[config.mk]
export PLATFORM = sky130hd
export DESIGN_NAME = jac_control_unit
export DESIGN_NICKNAME = d
export VERILOG_FILES = /design/src/rtl/jac_pkg.sv /design/src/rtl/jac_regfile.sv /design/src/rtl/jac_control_unit.sv
export SDC_FILE = /design/constraint.sdc
export NUM_CORES = 1
export LEC_CHECK = 0
export ABC_AREA = 1
export BUFFER_PORTS_ARGS = -buffer_cell sky130_fd_sc_hd__buf_2
export CAP_MARGIN = 10
export CELL_PAD_IN_SITES_DETAIL_PLACEMENT = 2
export CELL_PAD_IN_SITES_GLOBAL_PLACEMENT = 2
export CORE_UTILIZATION = 33
export CTS_CLUSTER_DIAMETER = 100
export DETAILED_ROUTE_END_ITERATION = 8
export HOLD_SLACK_MARGIN = 0.03
export PLACE_DENSITY_LB_ADDON = 0.2
export SLEW_MARGIN = 20
export SYNTH_ARGS = -nofsm -noshare
export SYNTH_HDL_FRONTEND = slang
export SYNTH_SLANG_ARGS = --single-unit
export TNS_END_PERCENT = 30
[constraint.sdc]
create_clock -name clock -period 2.1 [get_ports clock]
set_input_delay 0.315 -clock clock [delete_from_list [all_inputs] [get_ports clock]]
set_output_delay 0.315 -clock clock [all_outputs]
set_load 0.01 [all_outputs]
[src/rtl/jac_pkg.sv]
// Shared widths, opcodes, status bit indices and FSM encoding for the JAC
// control unit and its companion ALU_J.
package jac_pkg;

    localparam int DATA_W   = 8;
    localparam int OPC_W    = 5;
    localparam int PARAM_W  = 8;
    localparam int STAT_W   = 6;
    localparam int PC_W     = 8;
    localparam int INSTR_W  = 24;
    localparam int NUM_REGS = 8;
    localparam int REG_AW   = 3;

    localparam int ST_CARRY = 0;
    localparam int ST_UNDER = 1;
    localparam int ST_ZERO  = 2;
    localparam int ST_EQUAL = 3;
    localparam int ST_GT    = 4;
    localparam int ST_ST    = 5;

    typedef enum logic [OPC_W-1:0] {
        OP_NOP  = 5'h00,
        OP_ADD  = 5'h01,
        OP_SUB  = 5'h02,
        OP_AND  = 5'h03,
        OP_OR   = 5'h04,
        OP_NOT  = 5'h05,
        OP_XOR  = 5'h06,
        OP_SHL  = 5'h07,
        OP_SHR  = 5'h08,
        OP_VAL  = 5'h09,
        OP_GOTO = 5'h10,
        OP_IFZ  = 5'h11,
        OP_IFNZ = 5'h12,
        OP_IFEQ = 5'h13,
        OP_IFST = 5'h14,
        OP_IFGT = 5'h15
    } opcode_e;

    typedef enum logic [1:0] {
        S_FETCH  = 2'd0,
        S_DECODE = 2'd1,
        S_EXEC   = 2'd2
    } state_e;

    typedef struct packed {
        logic rf_we;
        logic wr_param;
        logic status_we;
        logic jump;
        logic illegal;
    } exec_ctl_t;

    // Commit controls for the instruction in EXEC; branch conditions look at
    // the status left behind by earlier instructions.
    function automatic exec_ctl_t exec_decode(input logic [OPC_W-1:0]  op,
                                              input logic [STAT_W-1:0] st);
        exec_ctl_t c;
        c = '0;
        case (op)
            OP_NOP: ;
            OP_ADD, OP_SUB, OP_AND, OP_OR,
            OP_NOT, OP_XOR, OP_SHL, OP_SHR: begin
                c.rf_we     = 1'b1;
                c.status_we = 1'b1;
            end
            OP_VAL: begin
                c.rf_we    = 1'b1;
                c.wr_param = 1'b1;
            end
            OP_GOTO: c.jump = 1'b1;
            OP_IFZ:  c.jump = st[ST_ZERO];
            OP_IFNZ: c.jump = ~st[ST_ZERO];
            OP_IFEQ: c.jump = st[ST_EQUAL];
            OP_IFST: c.jump = st[ST_ST];
            OP_IFGT: c.jump = st[ST_GT];
            default: c.illegal = 1'b1;
        endcase
        return c;
    endfunction

endpackage

[src/rtl/jac_regfile.sv]
// Register file r0..r7: two combinational read ports, one synchronous write
// port, all entries cleared by the asynchronous reset.
module jac_regfile
    import jac_pkg::*;
#(
    parameter int DataWidth = DATA_W,
    parameter int NumRegs   = NUM_REGS,
    parameter int AddrWidth = REG_AW
) (
    input  logic                 clock,
    input  logic                 reset_n,
    input  logic [AddrWidth-1:0] raddr1,
    output logic [DataWidth-1:0] rdata1,
    input  logic [AddrWidth-1:0] raddr2,
    output logic [DataWidth-1:0] rdata2,
    input  logic                 we,
    input  logic [AddrWidth-1:0] waddr,
    input  logic [DataWidth-1:0] wdata
);

    logic [NumRegs-1:0][DataWidth-1:0] regs;

    assign rdata1 = regs[raddr1];
    assign rdata2 = regs[raddr2];

    always_ff @(posedge clock or negedge reset_n) begin
        if (!reset_n) begin
            regs <= '0;
        end else if (we) begin
            regs[waddr] <= wdata;
        end
    end

endmodule

[src/rtl/jac_control_unit.sv]
// JAC control unit: three-state fetch/decode/execute sequencer driving an
// external combinational ALU and committing its results.
module jac_control_unit
    import jac_pkg::*;
#(
    parameter int DataWidth     = DATA_W,
    parameter int NumOpCodeBits = OPC_W,
    parameter int ParamBits     = PARAM_W,
    parameter int NumStatusBits = STAT_W,
    parameter int PcWidth       = PC_W,
    parameter int InstrWidth    = INSTR_W
) (
    input  logic                     clock,
    input  logic                     reset_n,
    input  logic                     run,
    output logic                     instr_req,
    output logic [PcWidth-1:0]       instr_addr,
    input  logic                     instr_ack,
    input  logic [InstrWidth-1:0]    instr_data,
    output logic [NumOpCodeBits-1:0] alu_opcode,
    output logic [DataWidth-1:0]     alu_operand1,
    output logic [DataWidth-1:0]     alu_operand2,
    output logic [ParamBits-1:0]     alu_param,
    input  logic [DataWidth-1:0]     alu_result,
    input  logic [NumStatusBits-1:0] alu_status,
    output logic [PcWidth-1:0]       pc,
    output logic [NumStatusBits-1:0] status_reg,
    output logic                     illegal_op
);

    localparam int OpLsb = InstrWidth - NumOpCodeBits;
    localparam int RaLsb = OpLsb - REG_AW;
    localparam int RbLsb = RaLsb - REG_AW;

    state_e                   state, state_nxt;
    logic [InstrWidth-1:0]    ir;
    logic [NumOpCodeBits-1:0] ir_op;
    logic [REG_AW-1:0]        ir_ra, ir_rb;
    logic [ParamBits-1:0]     ir_param;
    logic [DataWidth-1:0]     rd1, rd2, rf_wdata;
    logic                     rf_we, fetch_fire;
    logic [PcWidth-1:0]       pc_nxt;
    exec_ctl_t                ctl;
    logic                     unused_ir_bits;

    assign ir_op    = ir[OpLsb +: NumOpCodeBits];
    assign ir_ra    = ir[RaLsb +: REG_AW];
    assign ir_rb    = ir[RbLsb +: REG_AW];
    assign ir_param = ir[ParamBits-1:0];
    assign unused_ir_bits = ^ir[RbLsb-1:ParamBits];

    assign instr_req  = (state == S_FETCH) && run;
    assign instr_addr = pc;
    assign fetch_fire = instr_req && instr_ack;

    always_ff @(posedge clock or negedge reset_n) begin
        if (!reset_n) state <= S_FETCH;
        else          state <= state_nxt;
    end

    always_comb begin
        state_nxt = state;
        case (state)
            S_FETCH:  if (fetch_fire) state_nxt = S_DECODE;
            S_DECODE: state_nxt = S_EXEC;
            S_EXEC:   state_nxt = S_FETCH;
            default:  state_nxt = S_FETCH;
        endcase
    end

    // ra stays valid in ir through EXEC, so it doubles as the write address.
    always_comb begin
        ctl      = exec_decode(alu_opcode, status_reg);
        rf_we    = (state == S_EXEC) && ctl.rf_we;
        rf_wdata = ctl.wr_param ? DataWidth'(alu_param) : alu_result;
        pc_nxt   = ctl.jump ? PcWidth'(alu_param) : pc + PcWidth'(1);
    end

    jac_regfile #(
        .DataWidth (DataWidth),
        .NumRegs   (NUM_REGS),
        .AddrWidth (REG_AW)
    ) u_regfile (
        .clock   (clock),
        .reset_n (reset_n),
        .raddr1  (ir_ra),
        .rdata1  (rd1),
        .raddr2  (ir_rb),
        .rdata2  (rd2),
        .we      (rf_we),
        .waddr   (ir_ra),
        .wdata   (rf_wdata)
    );

    always_ff @(posedge clock or negedge reset_n) begin
        if (!reset_n) begin
            ir           <= '0;
            alu_opcode   <= '0;
            alu_operand1 <= '0;
            alu_operand2 <= '0;
            alu_param    <= '0;
            pc           <= '0;
            status_reg   <= '0;
            illegal_op   <= 1'b0;
        end else begin
            if (fetch_fire) ir <= instr_data;
            if (state == S_DECODE) begin
                alu_opcode   <= ir_op;
                alu_operand1 <= rd1;
                alu_operand2 <= rd2;
                alu_param    <= ir_param;
            end
            if (state == S_EXEC) begin
                pc <= pc_nxt;
                if (ctl.status_we) status_reg <= alu_status;
                if (ctl.illegal)   illegal_op <= 1'b1;
            end
        end
    end

endmodule

Word-level counts from Yosys, hierarchy flattened:

Cells that the tools add are included.

* bits in registers: 134
* bits of input ports: 42
* output and inout port bits: 53

* $add $sub $neg: 1
* order comparisons: 3
* equal/unequal tests: 18
* muxes and demuxes: 15
* bitwise gates (word level): 2
* reduce and logical (&&, ||, !) cells: 11

Operator list (number)
* bitwise mux 64 bit: 1
* binary-select mux 8 bit (select 3 bit): 2
* 2-to-1 mux 8 bit: 5
* == test 5 bit (second input constant): 6
* demux 8 bit (select 3 bit): 1
* == test 5 x 3 -> 1 bit (second input constant): 4
* OR reduction 16 bit: 1
* == test 5 x 2 -> 1 bit (second input constant): 2
* == test 5 x 4 -> 1 bit (second input constant): 2
* OR reduction 9 bit: 1
* adder 8 x 1 -> 8 bit (second input constant): 1
* < comparator 3 x 4 -> 1 bit (second input constant): 2
* OR reduction 8 bit: 1
* case mux 1 bit (6 select lines): 1
* == test 5 x 1 -> 1 bit (second input constant): 1
* logical NOT 5 bit: 1
* logical AND 1 bit: 4
* case mux 2 bit (2 select lines): 1
* AND reduction 2 bit: 2
* >= comparator 3 x 1 -> 1 bit (second input constant): 1
* 2-to-1 mux 1 bit: 3
* == test 2 x 1 -> 1 bit (second input constant): 1
* == test 2 bit (second input constant): 1
* logical NOT 2 bit: 1
* other kinds (3): 4

Logic depth before layout (Yosys ltp):

Gate-level depths: netlist (run 1).

* depth in word-level cells: 5
* gate-level depth with buffers: 10

Cells and area by module:

Synthesis (run 1) repeated with hierarchy kept, for this count alone.

* cells, all modules: 972
* area, all modules: 6914.1 µm²

By module, submodules not included
* jac_regfile: instances 1, cells an instance 589, area an instance 3801.1 µm²
* jac_control_unit: instances 1, cells an instance 383, area an instance 3113.0 µm²

Worst setup path before layout (run 1):

OpenSTA, ideal clock, no wires.

* path kind: reg2reg
* from: reg alu_opcode[1]
* to: reg u_regfile.regs[31] (netlist name)
* arrival: 1.538 ns
* slack: 0.445 ns
* cell stages (with the launch flop): 10
* path through: dfrtp_1 inv_1 nand2_1 o21ai_0 a21oi_2 nor2_4 buf_6 nand2_2 nand2_1 nand2_1

* cells in the longest elaborated chain, start to end: 4

RTL lines
* start: declaration: line jac_control_unit.sv:20 `output logic [NumOpCodeBits-1:0] alu_opcode,`
* start signal: assignment: line jac_control_unit.sv:108 `alu_opcode <= ir_op;`
* == test 5 x 4 -> 1 bit, or another cell as far along: line jac_pkg.sv:60 `case (op)`
* OR reduction 9 bit (no source line) or 2-to-1 mux 1 bit (tied branches)
* 2-to-1 mux 1 bit or 2-to-1 mux 8 bit (tied branches): line jac_pkg.sv:60, jac_control_unit.sv:75
* logical AND 1 bit or bitwise mux 64 bit (tied branches): line jac_control_unit.sv:74, jac_regfile.sv:30
* end signal: indexed assignment: line jac_regfile.sv:30 `regs[waddr] <= wdata;`
* end: declaration: line jac_regfile.sv:21 `logic [NumRegs-1:0][DataWidth-1:0] regs;`

Several ways; a longest one is shown, not always the timed one.
A chain may end at the register's enable or synchronous reset.

Final worst setup path (run 1):

* from: reg alu_opcode[1]
* to: reg u_regfile.regs[51] (netlist name)

The elaborated chain is that of the path after synthesis.

==> results of run 1 <==
-- power by group through the flow --
stage / combinational [mW] / clock [mW] / sequential [mW]
6_report: 3.71 / 3.19 / 4.18
5_1_grt: 4.19 / 3.32 / 4.29
4_1_cts: 3.71 / 3.24 / 4.17
3_5_place_dp: 3.62 / 0 / 4.19
3_3_place_gp: 3.45 / 0 / 4.15
2_1_floorplan: 2.13 / 0 / 4.18
-- metal layers --
| layer | vias to the layer above | part of all wire | wire [um] | global-route usage |
|---|---|---|---|---|
| met3 | 30 | 0.028 | 677 | 0.0330 |
| met4 | 0 | 0.018 | 433 | 0.0655 |
| met5 | - | 0 | 0 | 0 |
| met2 | 118 | 0.50 | 12300 | 0.432 |
| met1 | 3262 | 0.46 | 11200 | 0.327 |
| li1 | 3030 | - | - | - |
-- how the worst max path moves through the flow --
stage | to | slack (ns) | depth (start not counted)
3_3_place_gp | u_regfile.regs[7] | 0.13 | 9
2_1_floorplan | u_regfile.regs[31] | 0.45 | 9
4_1_cts | u_regfile.regs[0] | 0.002 | 9
6_report | u_regfile.regs[51] | 0.15 | 7
5_1_grt | u_regfile.regs[28] | 0.02 | 6
3_5_place_dp | u_regfile.regs[5] | 0.05 | 9
-- area by class of cell --
type                    count  share of cell area
clock buffers              21              0.0560
inverters                  74              0.0338
repair buffers            129               0.105
well taps                 265              0.0403
flip-flops and latches    129               0.393
multi-input cells         618               0.353
clock inverters            11              0.0195
-- cells by family (layout without fill, tap and decap cells) --
group           Yosys count  count (layout)  synth area share
simple gates            471             471             0.304
compound gates          142             142             0.126
flops                   129             129             0.489
buf+inv                 118             235            0.0744
xor+xnor                  4               4           0.00531
fa+ha+maj                 1               1           0.00189
-- layout by cell type (no fill, tap or decap), drive strengths merged --
master	n
nand2	303
o211ai	31
xor2	2
clkbuf	23
dlygate4sd3	1
nor3b	1
nand3	120
o2bb2ai	1
inv	68
a21oi	34
o21ai	73
clkinv	11
nor2	42
xnor2	2
o22a	2
o21bai	1
buf	126
nand4	5
bufinv	4
ha	1
dfrtp	129
clkinvlp	2
-- repair_timing --
item	4_1_cts	5_1_grt
hold buffers	1	0
pin swaps	0	1
buffers inserted	0	1
endpoints found under the setup margin	1	15
gates cloned	0	2
endpoints found under the hold margin	44	0
resized for setup	1	4
-- critical path, cell delays in order (launching register included) --
cell	delay (ns)
dfrtp_1	0.38
buf_4	0.16
nor2_2	0.15
nand4_2	0.12
buf_4	0.24
o21ai_2	0.49
nand3_1	0.20
nand2_1	0.14
-- per-stage QoR --
stage	total power, mW	utilization
floorplan	6.31	-
global placement	7.60	0.385
detailed placement	7.81	0.385
CTS	11.1	0.418
global route	11.8	0.421
finish	11.1	0.421
==> flow_metrics.env, run 1 <==
export IMPL_outcome="completed"
export IMPL_grt_pass1_wl_um=38300
export IMPL_regArea_sq_um=3230
export IMPL_num_rows=51
export IMPL_yosys_top_cells_count="nand2_1 (297), dfrtp_1 (129), nand3_1 (120)"
export IMPL_core_sq_um=19500
export IMPL_timing_final_crit_period_ns=1.95
export IMPL_antenna_found_initial=0
export IMPL_fin_ws_ns=0.146
export IMPL_required_ns=2.45
export IMPL_gp_congestion=0.788
export IMPL_place_area_sq_um=7520
export IMPL_syn_area_sq_um=6610
export IMPL_area_growth_pct=24.5
export IMPL_clkSlewWorstSetupHoldPaths_ns=0.06
export IMPL_root_buffer="clkbuf_16"
export IMPL_fillers=2302
export IMPL_multi_input_area_sq_um=2900
export IMPL_r2r_end="u_regfile.regs[51]"
export IMPL_critPathKind="register to register"
export IMPL_dp_hpwl_um=16600
export IMPL_synth_top_flop_cell="dfrtp_1"
export IMPL_cts_buffer_depth=2
export IMPL_reg_top3="u_regfile.regs x64, ir x19"
export IMPL_nets=1012
export IMPL_die_x_um=143
export IMPL_cts_tree="built"
export IMPL_synthTopCellsByArea="dfrtp_1 (49%), nand2_1 (17%), nand3_1 (9.1%)"
export IMPL_hp_class="input port to register"
export IMPL_initialDrtViolationCount=331
export IMPL_reg2reg_from="alu_opcode[1]"
export IMPL_clock_skew_final_ns=0.00733
export IMPL_clk_latency_ns=0.42
export IMPL_synth_top_cell_area_share=0.489
export IMPL_min_path_cells=3
export IMPL_fmax_mhz=512
export IMPL_antenna_cells=0
export IMPL_grt_max_degree=69
export IMPL_holdWs_ns=0.0872
export IMPL_port_buffers=89
export IMPL_critPathArrivalTime_ns=2.30
export IMPL_relSlewSlack=0.572
export IMPL_largest_register_ffs=64
export IMPL_via_count=6440
export IMPL_ys_warn_count=0
export IMPL_cts_buffers_inserted=17
export IMPL_drv_cap=0
export IMPL_power_frac_comb=0.335
export IMPL_rr_worst_depth=7
export IMPL_cts_max_level=4
export IMPL_critPathMaxFanout=16
export IMPL_routed_wl_um=24600
export IMPL_clock_sinks=129
export IMPL_holdPathEnd="status_reg[3]"
export IMPL_synth_yosys_seq_area_share=0.489
export IMPL_tightest_slew_ns=0.642
export IMPL_switching_share=0.388
export IMPL_ys_ff_latch=129
export IMPL_p_per_area_nw_per_um2=1350
export IMPL_setup_violations=0
export IMPL_synth_edf_count=0
export IMPL_reg2reg_slack_ns=0.15
export IMPL_intPower_mw=6.78
export IMPL_io_pins=95
export IMPL_fin_cells=1247
export IMPL_worstSetupStartpoint="alu_opcode[1]"
export IMPL_vias_per_cell=5.16
export IMPL_period_share=0.930
export IMPL_worstSetupStartpointType="register"
export IMPL_fp_dieH_um=143
export IMPL_syn_nets=908
export IMPL_yosysUniqueCellTypes=31
export IMPL_synth_cells=865
export IMPL_hold_viol=0
export IMPL_post_route_drc_count=0
export IMPL_dr_pass1_iters=4
export IMPL_slew_viol_final=0
export IMPL_power_clock_fraction=0.288
export IMPL_first_global_vias=6790
export IMPL_syn_area_per_cell_sq_um=7.64
export IMPL_die_area_sq_um=20600
export IMPL_p_leak_nw=4.17
export IMPL_yosysMostFrequentCell="nand2_1"
export IMPL_dpl_worst_slack_ns=0.0462
export IMPL_start_util=0.338
export IMPL_min_from="alu_status[3]"
export IMPL_netSwitchingPower_mw=4.29
export IMPL_end_kind="register"
export IMPL_antenna_left=0
export IMPL_grt_overflow=0
export IMPL_grt_use_total=0.250
export IMPL_synth_area_leader_cell="dfrtp_1"
export IMPL_tns_ns=0
export IMPL_dp_cells=1211
export IMPL_vdd_ir_drop_max_mv=0.577
export IMPL_drive_gt1_frac=0.191
export IMPL_rsz0062_at_grt="no"
export IMPL_async_flop_share=1.00
export IMPL_routedWlPerCell_um=19.7
export IMPL_largest_register="u_regfile.regs"
export IMPL_seq_power_share=0.377
export IMPL_final_area_sq_um=8230
Note: power is estimated with default switching activity, not from simulation.
==> run 2: changes to the inputs <==
--- a/config.mk
+++ b/config.mk
@@ -6,13 +6,13 @@
 export NUM_CORES = 1
 export LEC_CHECK = 0
 export ABC_AREA = 1
-export BUFFER_PORTS_ARGS = -buffer_cell sky130_fd_sc_hd__buf_2
 export CAP_MARGIN = 10
 export CELL_PAD_IN_SITES_DETAIL_PLACEMENT = 2
 export CELL_PAD_IN_SITES_GLOBAL_PLACEMENT = 2
-export CORE_UTILIZATION = 33
+export CORE_UTILIZATION = 37
 export CTS_CLUSTER_DIAMETER = 100
 export DETAILED_ROUTE_END_ITERATION = 8
+export DONT_BUFFER_PORTS = 1
 export HOLD_SLACK_MARGIN = 0.03
 export PLACE_DENSITY_LB_ADDON = 0.2
 export SLEW_MARGIN = 20
==> run 2 against run 1 <==
Against the previous run: largest cell class unchanged; sequential power is 7.2% higher; the run now ends with negative hold slack left; critical endpoint is now u_regfile.regs[31]; final cell count fell by 9.1%; global-route usage up 3.7 points; via count shrank 1.4%; die area decreased by 11%.
==> flow_metrics.env, run 2 (synthesis results as in run 1) <==
export IMPL_fp_dieH_um=136
export IMPL_top_usage_layer="met2"
export IMPL_seq_power_share=0.435
export IMPL_fin_ws_ns=0.120
export IMPL_grt_overflow=0
export IMPL_cts_tree="built"
export IMPL_critPathMaxFanout=35
export IMPL_outcome="finished with violations"
export IMPL_relSlewSlack=0.601
export IMPL_tightest_slew_ns=0.598
export IMPL_end_kind="register"
export IMPL_routedWlPerCell_um=21.8
export IMPL_start_util=0.381
export IMPL_die_x_um=136
export IMPL_root_buffer="clkbuf_16"
export IMPL_intPower_mw=6.00
export IMPL_area_growth_pct=17.6
export IMPL_critPathArrivalTime_ns=2.30
export IMPL_antenna_cells=0
export IMPL_hp_class="input port to async pin"
export IMPL_io_pins=95
export IMPL_post_route_drc_count=0
export IMPL_antenna_left=0
export IMPL_power_clock_fraction=0.273
export IMPL_switching_share=0.419
export IMPL_grtUsageMet2=0.503
export IMPL_dp_cells=1078
export IMPL_reg2reg_slack_ns=0.12
export IMPL_cts_buffers_inserted=17
export IMPL_worstSetupStartpointType="register"
export IMPL_tns_ns=0
export IMPL_cts_max_level=4
export IMPL_antenna_found_initial=0
export IMPL_cts_buffer_depth=2
export IMPL_power_frac_comb=0.292
export IMPL_final_common_cell="nand2_1"
export IMPL_netSwitchingPower_mw=4.32
export IMPL_fin_cells=1133
export IMPL_grt_max_degree=130
export IMPL_rsz0062_at_grt="yes"
export IMPL_p_per_area_nw_per_um2=1330
export IMPL_setup_violations=0
export IMPL_r2r_end="u_regfile.regs[31]"
export IMPL_grtUsageMet3=0.0475
export IMPL_fmax_mhz=505
export IMPL_reg2reg_from="alu_opcode[1]"
export IMPL_timing_final_crit_period_ns=1.98
export IMPL_first_global_vias=7108
export IMPL_violations="negative hold slack"
export IMPL_routed_wl_um=24700
export IMPL_period_share=0.943
export IMPL_num_rows=48
export IMPL_clkSlewWorstSetupHoldPaths_ns=0.07
export IMPL_dp_hpwl_um=16700
export IMPL_largest_register_ffs=64
export IMPL_nets=938
export IMPL_rr_worst_depth=10
export IMPL_final_cell_mix="nand2_1 (294), dfrtp_1 (128), nand3_1 (120), inv_1 (66), o21ai_0 (64)"
export IMPL_cts_hold_buf=23
export IMPL_holdWs_ns=-0.429
export IMPL_p_leak_nw=3.79
export IMPL_dr_pass1_iters=5
export IMPL_via_count=6353
export IMPL_critPathKind="register to register"
export IMPL_dpl_worst_slack_ns=-0.0122
export IMPL_required_ns=2.42
export IMPL_core_sq_um=17400
export IMPL_met1_usage=0.350
export IMPL_vdd_ir_drop_max_mv=0.670
export IMPL_clock_skew_final_ns=0.0113
export IMPL_drive_gt1_frac=0.102
export IMPL_initialDrtViolationCount=252
export IMPL_die_area_sq_um=18400
export IMPL_vias_per_cell=5.61
export IMPL_clk_latency_ns=0.44
export IMPL_drv_cap=0
export IMPL_post_route_util=0.447
export IMPL_slew_viol_final=0
export IMPL_clock_sinks=129
export IMPL_hold_viol=129
export IMPL_reg_top3="u_regfile.regs x64, ir x19"
export IMPL_largest_register="u_regfile.regs"
export IMPL_grt_use_total=0.287
export IMPL_gp_congestion=0.807
export IMPL_port_buffers=0
export IMPL_grt_pass1_wl_um=39400
## run 2: cell count changes in the layout (fill, tap and decap cells not counted), sizes merged
cell / previous run / this run
clkinv: 11 / 9
clkinvlp: 2 / 6
bufinv: 4 / 0
inv: 68 / 74
dlygate4sd3: 1 / 23
clkbuf: 23 / 17
buf: 126 / 32
## run 2: layer usage
metal	wire length, um	part of all wire	up-vias
li1	-	-	2880
met1	10800	0.44	3312
met2	12600	0.51	125
met3	823	0.033	36
met4	510	0.021	0
met5	0	0	-
## run 2: worst max-delay path by stage
stage          depth (start not counted)            endpoint  slack (ns)           from
6_report                              10  u_regfile.regs[31]        0.12  alu_opcode[1]
2_1_floorplan                          9  u_regfile.regs[31]        0.45  alu_opcode[1]
5_1_grt                                7  u_regfile.regs[37]       -0.01         ir[18]
3_5_place_dp                           9   u_regfile.regs[3]       -0.01  alu_opcode[1]
3_3_place_gp                           6  u_regfile.regs[57]        0.15         ir[16]
4_1_cts                                9  u_regfile.regs[50]        0.03  alu_opcode[1]
## run 2: per-stage QoR
step	hold slack, ns	total power, mW	instance area [sq um]
floorplan	0.0194	6.31	6610
global placement	0.0229	7.09	6960
detailed placement	0.0221	7.42	6960
CTS	-0.444	10.4	7750
global route	-0.449	11.0	7760
finish	-0.429	10.3	7760
## run 2: layout make-up
type | count | area, sq um
fill | 1959 | 9590
sequential | 129 | 3230
multi-input combinational | 618 | 2900
timing repair buffer | 55 | 524
clock buffer | 17 | 425
tap | 225 | 282
inverter | 74 | 278
clock inverter | 15 | 126
## run 2: power groups by stage
stage / clock, mW / combinational, mW / sequential (mW)
4_1_cts: 2.86 / 3.04 / 4.48
3_5_place_dp: 0 / 2.92 / 4.50
6_report: 2.81 / 3.02 / 4.48
3_3_place_gp: 0 / 2.66 / 4.43
2_1_floorplan: 0 / 2.13 / 4.18
5_1_grt: 2.95 / 3.40 / 4.61
## run 2: timing repair
action                                  CTS  global route
hold endpoints to repair                152           129
resized for setup                         1             6
endpoints found under the setup margin    8            35
setup buffers                             0             0
## run 2: critical path, cell delays in order, from the launching register on
cell and delay, ns:
dfrtp_1 0.39, inv_1 0.14, nand2_1 0.12, nor2_1 0.24, nor2_1 0.11, a21oi_2 0.22
nor2_4 0.07, buf_12 0.17, buf_4 0.21, nand3_1 0.10, nand2_1 0.07
